$ cat src/rtl/btb_update_queue_if.sv
// Handshake bundle between the branch-resolution side, the update queue and the BTB write port.
// Signal suffixes are relative to the queue: _i flows into it, _o flows out of it.
interface btb_update_queue_if #(
    parameter int unsigned DEPTH      = 4,
    parameter int unsigned ADDR_WIDTH = 32
);
    localparam int unsigned CntW = $clog2(DEPTH) + 1;

    logic                  in_valid_i;
    logic                  in_ready_o;
    logic [ADDR_WIDTH-1:0] in_pc_i;
    logic [ADDR_WIDTH-1:0] in_target_i;
    logic                  in_taken_i;
    logic                  drain_stall_i;
    logic                  update_valid_o;
    logic [ADDR_WIDTH-1:0] update_pc_o;
    logic [ADDR_WIDTH-1:0] update_branch_target_o;
    logic [CntW-1:0]       count_o;

    modport slave (
        input  in_valid_i, in_pc_i, in_target_i, in_taken_i, drain_stall_i,
        output in_ready_o, update_valid_o, update_pc_o, update_branch_target_o, count_o
    );

    modport master (
        output in_valid_i, in_pc_i, in_target_i, in_taken_i, drain_stall_i,
        input  in_ready_o, update_valid_o, update_pc_o, update_branch_target_o, count_o
    );
endinterface

$ cat src/rtl/btb_update_queue.sv
// Circular queue of resolved taken-branch updates feeding the single BTB write port.
// Updates to a PC already queued overwrite that entry's target in place.
module btb_update_queue #(
    parameter int unsigned DEPTH      = 4,
    parameter int unsigned ADDR_WIDTH = 32
) (
    input logic               clk,
    input logic               rst,
    btb_update_queue_if.slave bus
);
    localparam int unsigned PtrW = $clog2(DEPTH);
    localparam int unsigned CntW = PtrW + 1;
    localparam int unsigned TgtW = ADDR_WIDTH - 2;

    logic [PtrW-1:0]       head_q, head_d;
    logic [PtrW-1:0]       tail_q, tail_d;
    logic [CntW-1:0]       count_q, count_d;
    logic [ADDR_WIDTH-1:0] pc_q  [DEPTH];
    logic [TgtW-1:0]       tgt_q [DEPTH];

    logic                  upd_valid_q, upd_valid_d;
    logic [ADDR_WIDTH-1:0] upd_pc_q, upd_pc_d;
    logic [TgtW-1:0]       upd_tgt_q, upd_tgt_d;

    logic                  in_ready;
    logic                  accept;
    logic                  pop;
    logic                  alloc;
    logic                  hit_any;
    logic [DEPTH-1:0]      hit;
    logic [PtrW-1:0]       hit_idx;
    logic                  unused_tgt_lsb;

    assign unused_tgt_lsb = ^bus.in_target_i[1:0];

    // Ready depends on registered occupancy only, never on the incoming request.
    assign in_ready = (count_q < CntW'(DEPTH));
    assign pop      = (count_q != '0) && !bus.drain_stall_i;
    assign accept   = bus.in_valid_i && in_ready && bus.in_taken_i;

    // An entry is live when its distance from head is below count; a head leaving
    // this cycle cannot absorb a new update.
    always_comb begin
        hit     = '0;
        hit_idx = '0;
        for (int i = 0; i < DEPTH; i++) begin
            hit[i] = ({1'b0, PtrW'(i) - head_q} < count_q)
                     && !(pop && (PtrW'(i) == head_q))
                     && (pc_q[i] == bus.in_pc_i);
            if (hit[i]) begin
                hit_idx = PtrW'(i);
            end
        end
    end

    assign hit_any = |hit;
    assign alloc   = accept && !hit_any;

    always_comb begin
        head_d      = head_q;
        tail_d      = tail_q;
        count_d     = count_q + CntW'(alloc) - CntW'(pop);
        upd_valid_d = pop;
        upd_pc_d    = upd_pc_q;
        upd_tgt_d   = upd_tgt_q;
        if (pop) begin
            head_d    = head_q + PtrW'(1);
            upd_pc_d  = pc_q[head_q];
            upd_tgt_d = tgt_q[head_q];
        end
        if (alloc) begin
            tail_d = tail_q + PtrW'(1);
        end
    end

    always_ff @(posedge clk or negedge rst) begin
        if (!rst) begin
            head_q      <= '0;
            tail_q      <= '0;
            count_q     <= '0;
            upd_valid_q <= 1'b0;
            upd_pc_q    <= '0;
            upd_tgt_q   <= '0;
        end else begin
            head_q      <= head_d;
            tail_q      <= tail_d;
            count_q     <= count_d;
            upd_valid_q <= upd_valid_d;
            upd_pc_q    <= upd_pc_d;
            upd_tgt_q   <= upd_tgt_d;
        end
    end

    // Entry payload needs no reset; validity is carried by head/count.
    always_ff @(posedge clk) begin
        if (alloc) begin
            pc_q[tail_q]  <= bus.in_pc_i;
            tgt_q[tail_q] <= bus.in_target_i[ADDR_WIDTH-1:2];
        end else if (accept && hit_any) begin
            tgt_q[hit_idx] <= bus.in_target_i[ADDR_WIDTH-1:2];
        end
    end

    assign bus.in_ready_o             = in_ready;
    assign bus.count_o                = count_q;
    assign bus.update_valid_o         = upd_valid_q;
    assign bus.update_pc_o            = upd_pc_q;
    assign bus.update_branch_target_o = {upd_tgt_q, 2'b00};
endmodule

$ cat src/flat_wrapper.sv
// flat-port wrapper written by rule: the top's interface ports become plain ports
module btb_update_queue_flat 
#(
    parameter int unsigned DEPTH      = 4,
    parameter int unsigned ADDR_WIDTH = 32
)
  (clk, rst, bus_in_valid_i, bus_in_pc_i, bus_in_target_i, bus_in_taken_i, bus_drain_stall_i, bus_in_ready_o, bus_update_valid_o, bus_update_pc_o, bus_update_branch_target_o, bus_count_o);
  btb_update_queue_if #(.DEPTH(DEPTH), .ADDR_WIDTH(ADDR_WIDTH)) bus_i ();
  input logic clk;
  input logic rst;
  input wire logic [$bits(bus_i.in_valid_i)-1:0] bus_in_valid_i;
  input wire logic [$bits(bus_i.in_pc_i)-1:0] bus_in_pc_i;
  input wire logic [$bits(bus_i.in_target_i)-1:0] bus_in_target_i;
  input wire logic [$bits(bus_i.in_taken_i)-1:0] bus_in_taken_i;
  input wire logic [$bits(bus_i.drain_stall_i)-1:0] bus_drain_stall_i;
  output wire logic [$bits(bus_i.in_ready_o)-1:0] bus_in_ready_o;
  output wire logic [$bits(bus_i.update_valid_o)-1:0] bus_update_valid_o;
  output wire logic [$bits(bus_i.update_pc_o)-1:0] bus_update_pc_o;
  output wire logic [$bits(bus_i.update_branch_target_o)-1:0] bus_update_branch_target_o;
  output wire logic [$bits(bus_i.count_o)-1:0] bus_count_o;
  assign bus_i.in_valid_i = bus_in_valid_i;
  assign bus_i.in_pc_i = bus_in_pc_i;
  assign bus_i.in_target_i = bus_in_target_i;
  assign bus_i.in_taken_i = bus_in_taken_i;
  assign bus_i.drain_stall_i = bus_drain_stall_i;
  assign bus_in_ready_o = bus_i.in_ready_o;
  assign bus_update_valid_o = bus_i.update_valid_o;
  assign bus_update_pc_o = bus_i.update_pc_o;
  assign bus_update_branch_target_o = bus_i.update_branch_target_o;
  assign bus_count_o = bus_i.count_o;
  btb_update_queue #(.DEPTH(DEPTH), .ADDR_WIDTH(ADDR_WIDTH)) u_core (.clk(clk), .rst(rst), .bus(bus_i));
endmodule
$ cat config.mk
export PLATFORM = sky130hd
export DESIGN_NAME = btb_update_queue_flat
export DESIGN_NICKNAME = d
export VERILOG_FILES = /design/src/rtl/btb_update_queue_if.sv /design/src/rtl/btb_update_queue.sv /design/src/flat_wrapper.sv
export SDC_FILE = /design/constraint.sdc
export NUM_CORES = 1
export LEC_CHECK = 0
export BUFFER_PORTS_ARGS = -buffer_cell sky130_fd_sc_hd__buf_2
export CAP_MARGIN = 20
export CORE_UTILIZATION = 40
export CTS_BUF_LIST = sky130_fd_sc_hd__clkbuf_2
export DETAILED_ROUTE_END_ITERATION = 12
export SYNTH_ARGS = -nofsm -noshare
export SYNTH_HDL_FRONTEND = slang
export SYNTH_SLANG_ARGS = --single-unit
$ cat constraint.sdc
create_clock -name clk -period 6.7 [get_ports clk]
set_clock_uncertainty 0.05 [all_clocks]
set_input_delay 0.67 -clock clk [delete_from_list [all_inputs] [get_ports clk]]
set_output_delay 0.67 -clock clk [all_outputs]
set_load 0.01 [all_outputs]
==> impl_metrics.py <==
metrics = {
    "outcome": {
        "outcome": "finished, final reports clean",
    },
    "timing": {
        "setup_slack_ns": 2.14,
        "slew_headroom": 0.339,
        "setup_viol": 0,
        "fin_crit_sh": 0.680,
        "fmax_ghz": 0.219,
        "fin_setup_tns_ns": 0,
        "rsz0062_at_grt": "false",
        "period_minus_slack_ns": 4.56,
        "hold_viol_final": 0,
        "slew_viol_final": 0,
        "tightestPinTransition_ns": 0.992,
    },
    "synth": {
        "synth_area_leaders": "edfxtp_1 56%, dfrtp_1 13%, mux4_2 10%",
        "synth-edff-count": 248,
        "synth_top_cell_area_share": 0.559,
        "ys_seq_area_frac": 0.691,
        "ys_types": 41,
        "ys.warnings.count": 0,
        "ys.flop_type": "edfxtp_1",
        "async_flop_share": 0.220,
        "synth_area_um2": 13300,
        "synth_top_cell_by_area": "edfxtp_1",
        "yosys_register_bits": 318,
        "syn_area_per_cell_um2": 18.9,
        "synthesis.instances": 703,
    },
    "floorplanning": {
        "die_y_um": 184,
        "io_pins": 138,
        "initial_core_util": 0.408,
        "die_area_um2": 34000,
        "die_x_um": 184,
        "core_um2": 32600,
        "rows": 66,
    },
    "power": {
        "vdd_drop_max_mv": 0.175,
        "power.density_nw_per_um2": 362,
        "p_leak_nw": 5.91,
    },
    "clock_network": {
        "cts_setup_buffers": 0,
        "numCtsBuffers": 83,
        "clock-sinks": 318,
        "path_clk_slew_ns": 0.09,
        "ctsResizeCount": 0,
        "clkLatencyLatePin_ns": 0.89,
        "ctsLongestPathBuffers": 3,
        "cts_hold_buf": 59,
        "cts_root_buffer": "clkbuf_2",
        "cts_max_level": 3,
        "cts_tree": "yes",
    },
    "drt": {
        "drt_drc_violations_left": 0,
        "ant_nets": 0,
        "via_count": 7270,
        "via_per_inst": 4.92,
        "routed_wl_um": 29800,
        "drtIter0Drc": 366,
        "firstDrtPassIters": 5,
        "wire_per_inst_um": 20.2,
    },
    "layout": {
        "fin_nets": 1049,
        "synthToLayoutAreaGrowth_pct": 20.0,
        "drive_gt1_frac": 0.410,
        "n_fill_cell": 2849,
        "post-route-util": 0.490,
    },
    "placed_design": {
        "routabilityCongestion": 0.796,
        "place_ws_ns": 2.06,
        "hpwl_um": 18400,
        "port_buffers": 133,
    },
    "setup_path": {
        "cp-end-kind": "flip-flop",
        "max_stage_delay_ns": 0.84,
        "r2r_setup_slack_ns": 2.14,
        "cp-start-kind": "flip-flop",
        "critPathTopFamily": "simple AND/OR/NAND/NOR gates",
        "r2r_start": "u_core.head_q[1]$_DFFE_PN0P_",
        "crit_slowest_cell": "dfrtp_2",
        "path_class": "flip-flop to flip-flop",
        "reg2regPathDepth": 11,
        "crit_cells": 11,
        "worstSetupStartpoint": "u_core.head_q[1]$_DFFE_PN0P_",
        "crit_buf_inv": 3,
        "crit_required_ns": 7.19,
        "cp-endpoint": "u_core.tgt_q[0][11]$_DFFE_PP_",
        "arrival_ns": 5.05,
        "path_max_fanout": 27,
        "reg2reg_to": "u_core.tgt_q[0][11]$_DFFE_PP_",
        "cp_cell_sequence": "inv_1 > ha_1 > inv_1 > ha_1 > a21oi_1 > o2bb2ai_1 > nor3_2 > o21ai_0 > a22oi_1 > and3_1 > buf_4",
    },
    "grt": {
        "antenna_found_initial": 1,
        "grt_first_pass_wirelength_um": 45200,
        "grt_util_all_layers": 0.182,
        "overflow": 0,
        "grt_max_degree": 63,
        "grt_pass1_vias": 7713,
    },
    "min_path": {
        "min-delay-path-class": "input port to flip-flop",
    },
    "flow_run": {
        "max_cap_viol_count": 0,
    },
}
## Yosys cell counts (3+ instances only)
cell / instances
xnor2_1: 44
a21oi_1: 4
o21ai_0: 4
mux4_2: 62
xor2_1: 88
nand4_1: 16
nor4_1: 22
mux2_2: 62
edfxtp_1: 248
and2_2: 4
buf_1: 4
buf_2: 4
ha_1: 13
nand2_1: 3
clkbuf_1: 13
dfrtp_1: 70
inv_1: 10
## logic make-up (layout without fill, tap and decap cells)
logic type / Yosys count / in the layout / synth area share
buffers and inverters: 34 / 365 / 0.0111
other: 1 / 4 / 0.000282
adders and majority gates: 14 / 14 / 0.0137
muxes: 125 / 125 / 0.158
AOI/OAI and AO/OA: 14 / 14 / 0.00676
and+or+nand+nor: 65 / 65 / 0.0323
xor gates and xnor gates: 132 / 132 / 0.0868
DFF: 318 / 318 / 0.691
## registers in the layout (all words and copies together) (netlist names)
signal,flops
u_core.tail_q,2
u_core.tgt_q,120
u_core.upd_tgt_q,30
u_core.bus.update_valid_o,1
u_core.bus.count_o,3
u_core.bus.update_pc_o,32
u_core.pc_q,128
u_core.head_q,2
## final cells by class
class	instances	area, um^2	area share
sequential	318	9200	0.576
multi-input combinational	352	4000	0.250
timing repair buffer	201	1380	0.0862
clock buffer	134	671	0.0419
tap	442	553	0.0346
clock inverter	20	141	0.00884
inverter	10	37.5	0.00235
antenna	2	5.00	0.000313
## worst min-delay path by stage
stage | from | end | slack [ns] | depth (start not counted)
finish | bus_in_pc_i[30] | u_core.pc_q[3][30]$_DFFE_PP_ | 0.09 | 1
global route | bus_in_pc_i[26] | u_core.pc_q[1][26]$_DFFE_PP_ | 0.01 | 1
CTS | bus_in_pc_i[26] | u_core.pc_q[0][26]$_DFFE_PP_ | 0.0001 | 1
detailed placement | u_core.upd_tgt_q[7]$_DFFE_PN0P_ | u_core.upd_tgt_q[7]$_DFFE_PN0P_ | 0.44 | 1
global placement | u_core.bus.update_pc_o[5]$_DFFE_PN0P_ | u_core.bus.update_pc_o[5]$_DFFE_PN0P_ | 0.43 | 1
floorplan | rst | u_core.bus.count_o[0]$_DFF_PN0_ | 0.32 | 0
## placed cells by master (no fill, tap or decap), types with 4 or more instances in the layout
cell and n:
dfrtp_1 68, inv_1 10, a21oi_1 4, dlygate4sd3_1 59, mux2_2 62, xor2_1 88, ha_1 13, nand4_1 16
buf_2 132, buf_4 7, clkinv_1 11, xnor2_1 44, mux4_2 62, and2_2 4, o21ai_0 4, nor4_1 22
edfxtp_1 248, clkbuf_2 134
## stage by stage
step | hold slack, ns | power [W] | instances | area, um^2
final | 0.0876 | 0.00579 | 1479 | 16000
after global routing | 0.0130 | 0.00614 | 1479 | 16000
after CTS | 0.000112 | 0.00586 | 1474 | 15900
after detailed placement | 0.439 | 0.00442 | 1261 | 14500
after global placement | 0.434 | 0.00440 | 1261 | 14500
after floorplan | 0.324 | 0.00381 | 704 | 13300
## where the power goes
group	switching (W)	leakage (nW)	internal, W
Clock	0.000788	0.623	0.000605
Combinational	0.000809	2.22	0.000877
Sequential	0.000235	3.06	0.00247
## layer usage
layer / up-vias / part of all wire / GRT usage / wire (um)
met5: - / 0 / 0 / 0
met4: 0 / 0.017 / 0.0613 / 515
met3: 48 / 0.059 / 0.0476 / 1750
met2: 208 / 0.49 / 0.296 / 14600
met1: 3676 / 0.44 / 0.237 / 13000
li1: 3338 / - / - / -
Note: power is estimated with default switching activity, not from simulation.
